`config.mk`:
```
export PLATFORM = sky130hd
export DESIGN_NAME = serial_mmio_fifo
export DESIGN_NICKNAME = d
export VERILOG_FILES = /design/src/rtl/serial_mmio_fifo.sv
export SDC_FILE = /design/constraint.sdc
export NUM_CORES = 1
export LEC_CHECK = 0
export CORE_ASPECT_RATIO = 1.75
export CORE_MARGIN = 5
export CORE_UTILIZATION = 48
export CTS_CLUSTER_DIAMETER = 120
export CTS_CLUSTER_SIZE = 24
export DETAILED_ROUTE_END_ITERATION = 8
export GPL_TIMING_DRIVEN = 0
export PLACE_DENSITY = 0.76
export SETUP_SLACK_MARGIN = 0.5
export SYNTH_ARGS = -nofsm -noshare
export SYNTH_HDL_FRONTEND = slang
export SYNTH_SLANG_ARGS = --single-unit
```
`constraint.sdc`:
```
create_clock -name clock -period 3.2 [get_ports clock]
set_input_delay 0.96 -clock clock [delete_from_list [all_inputs] [get_ports clock]]
set_output_delay 0.96 -clock clock [all_outputs]
set_load 0.02 [all_outputs]
```
`src/rtl/serial_mmio_fifo.sv`:
```
// Memory-mapped serial I/O controller with RX/TX byte FIFOs behind a 3-register window.
// Optional interrupt logic (CTRL register + irq_out port) is enabled by defining SERIAL_MMIO_IRQ_EN.
module serial_mmio_fifo #(
  parameter logic [31:0] BASE_ADDR = 32'hFFFF_0000,
  parameter int          RX_DEPTH  = 8,
  parameter int          TX_DEPTH  = 8
) (
  input  logic        clock,
  input  logic        reset,
  input  logic [31:0] addr_in,
  input  logic [31:0] writedata_in,
  input  logic        re_in,
  input  logic        we_in,
  output logic        hit_out,
  output logic [31:0] readdata_out,
  input  logic [7:0]  serial_in,
  input  logic        serial_valid_in,
  output logic        serial_rden_out,
  input  logic        serial_ready_in,
  output logic [7:0]  serial_out,
  output logic        serial_wren_out
`ifdef SERIAL_MMIO_IRQ_EN
  ,
  output logic        irq_out
`endif
);

  localparam int RX_AW = $clog2(RX_DEPTH);
  localparam int RX_CW = RX_AW + 1;
  localparam int TX_AW = $clog2(TX_DEPTH);
  localparam int TX_CW = TX_AW + 1;

  localparam logic [1:0] REG_DATA   = 2'd0;
  localparam logic [1:0] REG_STATUS = 2'd1;
  localparam logic [1:0] REG_CTRL   = 2'd2;

  logic [7:0]       rx_mem_q [RX_DEPTH];
  logic [7:0]       tx_mem_q [TX_DEPTH];

  logic [RX_AW-1:0] rx_wr_q, rx_wr_d, rx_rd_q, rx_rd_d;
  logic [RX_CW-1:0] rx_count_q, rx_count_d;
  logic [TX_AW-1:0] tx_wr_q, tx_wr_d, tx_rd_q, tx_rd_d;
  logic [TX_CW-1:0] tx_count_q, tx_count_d;
  logic             err_q, err_d;
  logic [31:0]      readdata_q, readdata_d;

  logic [1:0]       reg_sel;
  logic             store_en, load_en;
  logic             rx_full, rx_empty, tx_full, tx_empty;
  logic             rx_push, rx_pop, tx_push, tx_pop;
  logic [31:0]      status_word, ctrl_word;
  logic             unused_bits;

  // Bus decode. A simultaneous load and store performs only the store.
  assign hit_out  = (addr_in[31:4] == BASE_ADDR[31:4]) && (addr_in[3:2] != 2'd3);
  assign reg_sel  = addr_in[3:2];
  assign store_en = we_in & hit_out;
  assign load_en  = re_in & hit_out & ~we_in;

  assign rx_full  = (rx_count_q == RX_CW'(RX_DEPTH));
  assign rx_empty = (rx_count_q == '0);
  assign tx_full  = (tx_count_q == TX_CW'(TX_DEPTH));
  assign tx_empty = (tx_count_q == '0);

  // Serial handshakes: a byte moves on a rising edge only in a cycle where the
  // producer has valid data and the consumer has room (rden/wren are the "both
  // sides agree" strobes). Decisions use the pre-edge counts only.
  assign rx_push = serial_valid_in & ~rx_full;
  assign rx_pop  = load_en && (reg_sel == REG_DATA) && !rx_empty;
  assign tx_push = store_en && (reg_sel == REG_DATA) && !tx_full;
  assign tx_pop  = serial_ready_in & ~tx_empty;

  assign serial_rden_out = rx_push;
  assign serial_wren_out = tx_pop;
  assign serial_out      = tx_empty ? 8'h00 : tx_mem_q[tx_rd_q];
  assign readdata_out    = readdata_q;

  assign status_word = {8'h00, 8'(tx_count_q), 8'(rx_count_q),
                        4'h0, tx_empty, err_q, ~tx_full, ~rx_empty};

`ifdef SERIAL_MMIO_IRQ_EN
  logic [1:0] ctrl_q, ctrl_d;
  logic       irq_q, irq_d;

  assign ctrl_word = {30'h0, ctrl_q};
  assign irq_out   = irq_q;

  always_comb begin
    ctrl_d = ctrl_q;
    if (store_en && (reg_sel == REG_CTRL)) ctrl_d = writedata_in[1:0];
    irq_d = (ctrl_q[0] & ~rx_empty) | (ctrl_q[1] & tx_empty);
  end

  always_ff @(posedge clock or negedge reset) begin
    if (!reset) begin
      ctrl_q <= 2'b00;
      irq_q  <= 1'b0;
    end else begin
      ctrl_q <= ctrl_d;
      irq_q  <= irq_d;
    end
  end
`else
  assign ctrl_word = 32'h0;
`endif

  assign unused_bits = ^{addr_in[1:0], writedata_in[31:8]};

  always_comb begin
    rx_wr_q_next_defaults: begin
      rx_wr_d    = rx_wr_q;
      rx_rd_d    = rx_rd_q;
      rx_count_d = rx_count_q;
      tx_wr_d    = tx_wr_q;
      tx_rd_d    = tx_rd_q;
      tx_count_d = tx_count_q;
      err_d      = err_q;
      readdata_d = readdata_q;
    end

    if (rx_push) rx_wr_d = rx_wr_q + RX_AW'(1);
    if (rx_pop)  rx_rd_d = rx_rd_q + RX_AW'(1);
    case ({rx_push, rx_pop})
      2'b10:   rx_count_d = rx_count_q + RX_CW'(1);
      2'b01:   rx_count_d = rx_count_q - RX_CW'(1);
      default: rx_count_d = rx_count_q;
    endcase

    if (tx_push) tx_wr_d = tx_wr_q + TX_AW'(1);
    if (tx_pop)  tx_rd_d = tx_rd_q + TX_AW'(1);
    case ({tx_push, tx_pop})
      2'b10:   tx_count_d = tx_count_q + TX_CW'(1);
      2'b01:   tx_count_d = tx_count_q - TX_CW'(1);
      default: tx_count_d = tx_count_q;
    endcase

    // err is sticky: set by overflow/underflow, cleared only by software.
    if (store_en && (reg_sel == REG_STATUS) && writedata_in[2]) err_d = 1'b0;
    if (store_en && (reg_sel == REG_DATA) && tx_full)           err_d = 1'b1;
    if (load_en && (reg_sel == REG_DATA) && rx_empty)           err_d = 1'b1;

    if (load_en) begin
      case (reg_sel)
        REG_DATA:   readdata_d = rx_empty ? 32'h0 : {24'h0, rx_mem_q[rx_rd_q]};
        REG_STATUS: readdata_d = status_word;
        REG_CTRL:   readdata_d = ctrl_word;
        default:    readdata_d = 32'h0;
      endcase
    end
  end

  always_ff @(posedge clock or negedge reset) begin
    if (!reset) begin
      rx_wr_q    <= '0;
      rx_rd_q    <= '0;
      rx_count_q <= '0;
      tx_wr_q    <= '0;
      tx_rd_q    <= '0;
      tx_count_q <= '0;
      err_q      <= 1'b0;
      readdata_q <= 32'h0;
    end else begin
      rx_wr_q    <= rx_wr_d;
      rx_rd_q    <= rx_rd_d;
      rx_count_q <= rx_count_d;
      tx_wr_q    <= tx_wr_d;
      tx_rd_q    <= tx_rd_d;
      tx_count_q <= tx_count_d;
      err_q      <= err_d;
      readdata_q <= readdata_d;
    end
  end

  // Storage carries no reset; the counts alone define which entries are live.
  always_ff @(posedge clock) begin
    if (rx_push) rx_mem_q[rx_wr_q] <= serial_in;
    if (tx_push) tx_mem_q[tx_wr_q] <= writedata_in[7:0];
  end

endmodule
```
==> impl_metrics.py <==
metrics = {
    "status": {
        "status": "finished with violations",
        "violations": "setup timing",
    },
    "routing": {
        "firstDrtPassIters": 4,
        "ant_nets": 0,
        "drtIter0Drc": 207,
        "met3_length_um": 682,
        "topRoutingLayerUsed": "met4",
        "drc": 0,
        "m1WireLength_um": 5360,
        "vias": 4157,
        "wl_per_cell_um": 20.4,
        "vias_per_cell": 5.43,
        "totalWireLength_um": 15600,
        "wl_met2_um": 9270,
    },
    "setup_path": {
        "crit_chain": "buf_6, or4b_4, or4_4, buf_4, buf_6, nor4b_4, buf_4, inv_4, ha_2, buf_6, xor2_2, ha_2, a21oi_2, xor2_1, nor2_1, xor2_1",
        "critPathMaxStageDelay_ns": 0.53,
        "r2r-end": "tx_count_q[2]",
        "cp_max_fo": 4,
        "critPathSlowestCell": "or4b_4",
        "cp-start-kind": "input port",
        "worstPathRequired_ns": 3.49,
        "crit_path_frequent_cell": "buf_6",
        "arrival_ns": 3.95,
        "crit_type": "input port to flop",
        "ff2ff_setup_slack_ns": 0.26,
        "reg2reg_from": "tx_count_q[1]",
        "end_kind": "flop",
        "r2r_cells": 13,
        "crit_path_start": "addr_in[7]",
    },
    "power": {
        "power.leakage_nw": 3.67,
        "pwr-share-comb": 0.260,
        "p_sw_w": 0.00183,
        "ir_drop_uv": 501,
        "p_per_area_nw_per_um2": 671,
        "finalPower_w": 0.00637,
        "p_int_w": 0.00454,
        "pwr-share-seq": 0.423,
        "pwr-share-clk": 0.317,
        "swShare": 0.288,
    },
    "placed_design": {
        "gp_congestion": 0.760,
        "dp_hpwl_um": 10500,
        "dpl_cell_area_sq_um": 8210,
        "dp_cells": 686,
        "io_buffers": 78,
    },
    "yosys": {
        "synth_area_per_cell_sq_um": 17.1,
        "synth_top_family_by_area": "multiplexers",
        "synth_cell_types": 49,
        "muxShareOfSynthArea": 0.155,
        "yosysWarnings": 0,
        "synth.largest_area_cell": "edfxtp_1",
        "synth_simple_gate_area_frac": 0.0730,
        "synth-seq-cells": 165,
        "synth_compound_area_frac": 0.0165,
        "yosys-top-cells-area": "edfxtp_1, dfrtp_1, mux4_2, mux2i_1, ha_1",
        "ys.flop_type": "edfxtp_1",
        "synth_cells": 412,
        "synth_edf_count": 128,
        "async_flop_share": 0.224,
        "yosysTopAreaCellShare": 0.546,
        "synth_fa_ha_area_frac": 0.0206,
        "synth-xor-area-share": 0.0211,
        "synthesis.area_sq_um": 7050,
        "seq_area_frac_synth": 0.677,
    },
    "global_route": {
        "grt_use_total": 0.187,
        "grt_pass1_wl_um": 23700,
        "grt_pass1_vias": 4432,
        "gr-total-overflow": 0,
        "antenna_found_initial": 0,
        "grt_max_degree": 38,
    },
    "clock_tree": {
        "clk_latency_ns": 0.42,
        "clk_pin_slew_worst_paths_ns": 0.07,
        "cts_max_path_buffers": 2,
        "hold_buffers": 0,
        "htreeDepth": 4,
        "cts_buffers": 17,
        "clock_sinks": 165,
        "cts_root_buffer": "clkbuf_16",
        "cts_tree": "yes",
    },
    "sta": {
        "max_freq_mhz": 273,
        "relSlewSlack": 0.350,
        "tightestPinTransition_ns": 0.971,
        "finalWorstPathRequiredPeriod_ns": 3.66,
        "slew_violations": 0,
        "rsz0062_at_grt": "yes",
        "final-setup-viol-count": 63,
        "layout_worst_path_cycle_share": 1.14,
        "fin_worst_skew_ns": 0.00852,
        "setup_slack_ns": -0.456,
        "finalHoldViolCount": 0,
        "holdWs_ns": 0.496,
    },
    "min_path": {
        "hold_depth": 1,
        "hp-class": "flop to flop",
        "holdPathEnd": "readdata_out[0]",
        "min-delay-start": "readdata_out[0]",
    },
    "floorplanning": {
        "die_area_sq_um": 17300,
        "die_w_um": 102,
        "io_pins": 121,
        "row_count": 58,
        "chipHeight_um": 170,
        "start_util": 0.490,
        "coreArea_sq_um": 14400,
    },
    "job": {
        "drv_cap": 0,
    },
    "layout": {
        "diodes": 0,
        "areaGrowthSynthToFinish_pct": 34.8,
        "stdcell_count": 766,
        "nets": 662,
        "final_cell_mix": "edfxtp_1, buf_4, clkdlybuf4s50_1",
        "finish.instance_area_sq_um": 9500,
        "drive_above_1_share": 0.357,
        "fillers": 993,
        "mostFrequentLayoutCell": "edfxtp_1",
    },
}
## sequential cells by signal, summed over array words and instances, names as in the netlist
register      cells
rx_rd_q           3
tx_count_q        4
readdata_out     16
tx_wr_q           3
tx_rd_q           3
rx_wr_q           3
rx_mem_q         64
rx_count_q        4
tx_mem_q         64
err_q             1
## per-stage QoR
step	setup WS, ns	setup TNS, ns	util
after floorplan	-0.706	-3.72	-
after global placement	-1.30	-65.06	0.569
after detailed placement	-1.39	-60.45	0.571
after CTS	-0.535	-3.59	0.634
after global routing	-0.520	-9.27	0.661
final	-0.456	-5.84	0.661
## repair_timing
action | in CTS | in global routing
pin swaps | 12 | 17
resized for setup | 112 | 64
cloned | 0 | 2
setup endpoints to repair | 136 | 105
buffers inserted | 26 | 20
## synth_stat cells (5+ instances only)
master    number
mux4_2        32
ha_1          10
clkbuf_1       9
nor3_1         9
nand2_1       21
inv_1         13
mux2_2         5
dfrtp_1       37
xnor2_1        7
buf_4         16
nand4_1        5
mux2i_1       23
nor2_1        18
edfxtp_1     128
xor2_1        10
buf_1          5
nor4_1         6
## power by group through the flow
stage / Combinational [W] / Sequential (W) / Clock (W)
floorplan: 0.000987 / 0.00267 / 0
global placement: 0.00141 / 0.00270 / 0
detailed placement: 0.00148 / 0.00273 / 0
CTS: 0.00158 / 0.00269 / 0.00205
global route: 0.00181 / 0.00272 / 0.00214
finish: 0.00166 / 0.00269 / 0.00202
## area by class of cell
class                      count  area (sq um)  area share
multi-input combinational    215          2330       0.245
timing repair buffer         127          1240       0.131
tap                          180           225      0.0237
inverter                      13          53.8     0.00567
buffer                        34           287      0.0302
sequential                   165          4770       0.502
clock buffer                  18           429      0.0452
clock inverter                14           165      0.0174
## worst max path at each step
stage / to / slack [ns] / depth (start not counted)
2_1_floorplan: rx_count_q[3] / -0.71 / 12
5_1_grt: tx_count_q[2] / -0.52 / 16
4_1_cts: rx_count_q[3] / -0.53 / 13
6_report: tx_count_q[2] / -0.46 / 16
3_5_place_dp: tx_count_q[2] / -1.39 / 14
3_3_place_gp: rx_count_q[3] / -1.30 / 13
## cells by family after synthesis
family                   after synthesis
AND/OR/NAND/NOR                       88
multiplexers                          66
AO/OA/AOI/OAI                         17
flip-flops                           165
adder cells (fa/ha/maj)               11
XOR/XNOR                              17
buffers and inverters                 47
other                                  1
## critical path, delay by kind of cell
| kind | cells | cell delay, ns |
|---|---|---|
| xor gates and xnor gates | 3 | 0.45 |
| and+or+nand+nor | 4 | 1.37 |
| adders and majority gates | 2 | 0.35 |
| buffers and inverters | 6 | 0.71 |
| AOI/OAI and AO/OA | 1 | 0.13 |
## layer usage
metal  up-vias  track usage
met5         -            0
met4         0       0.0880
met3        24       0.0406
met2       139        0.354
met1      2099        0.190
li1       1895            -
No activity file was read; power rests on OpenSTA's default activity.
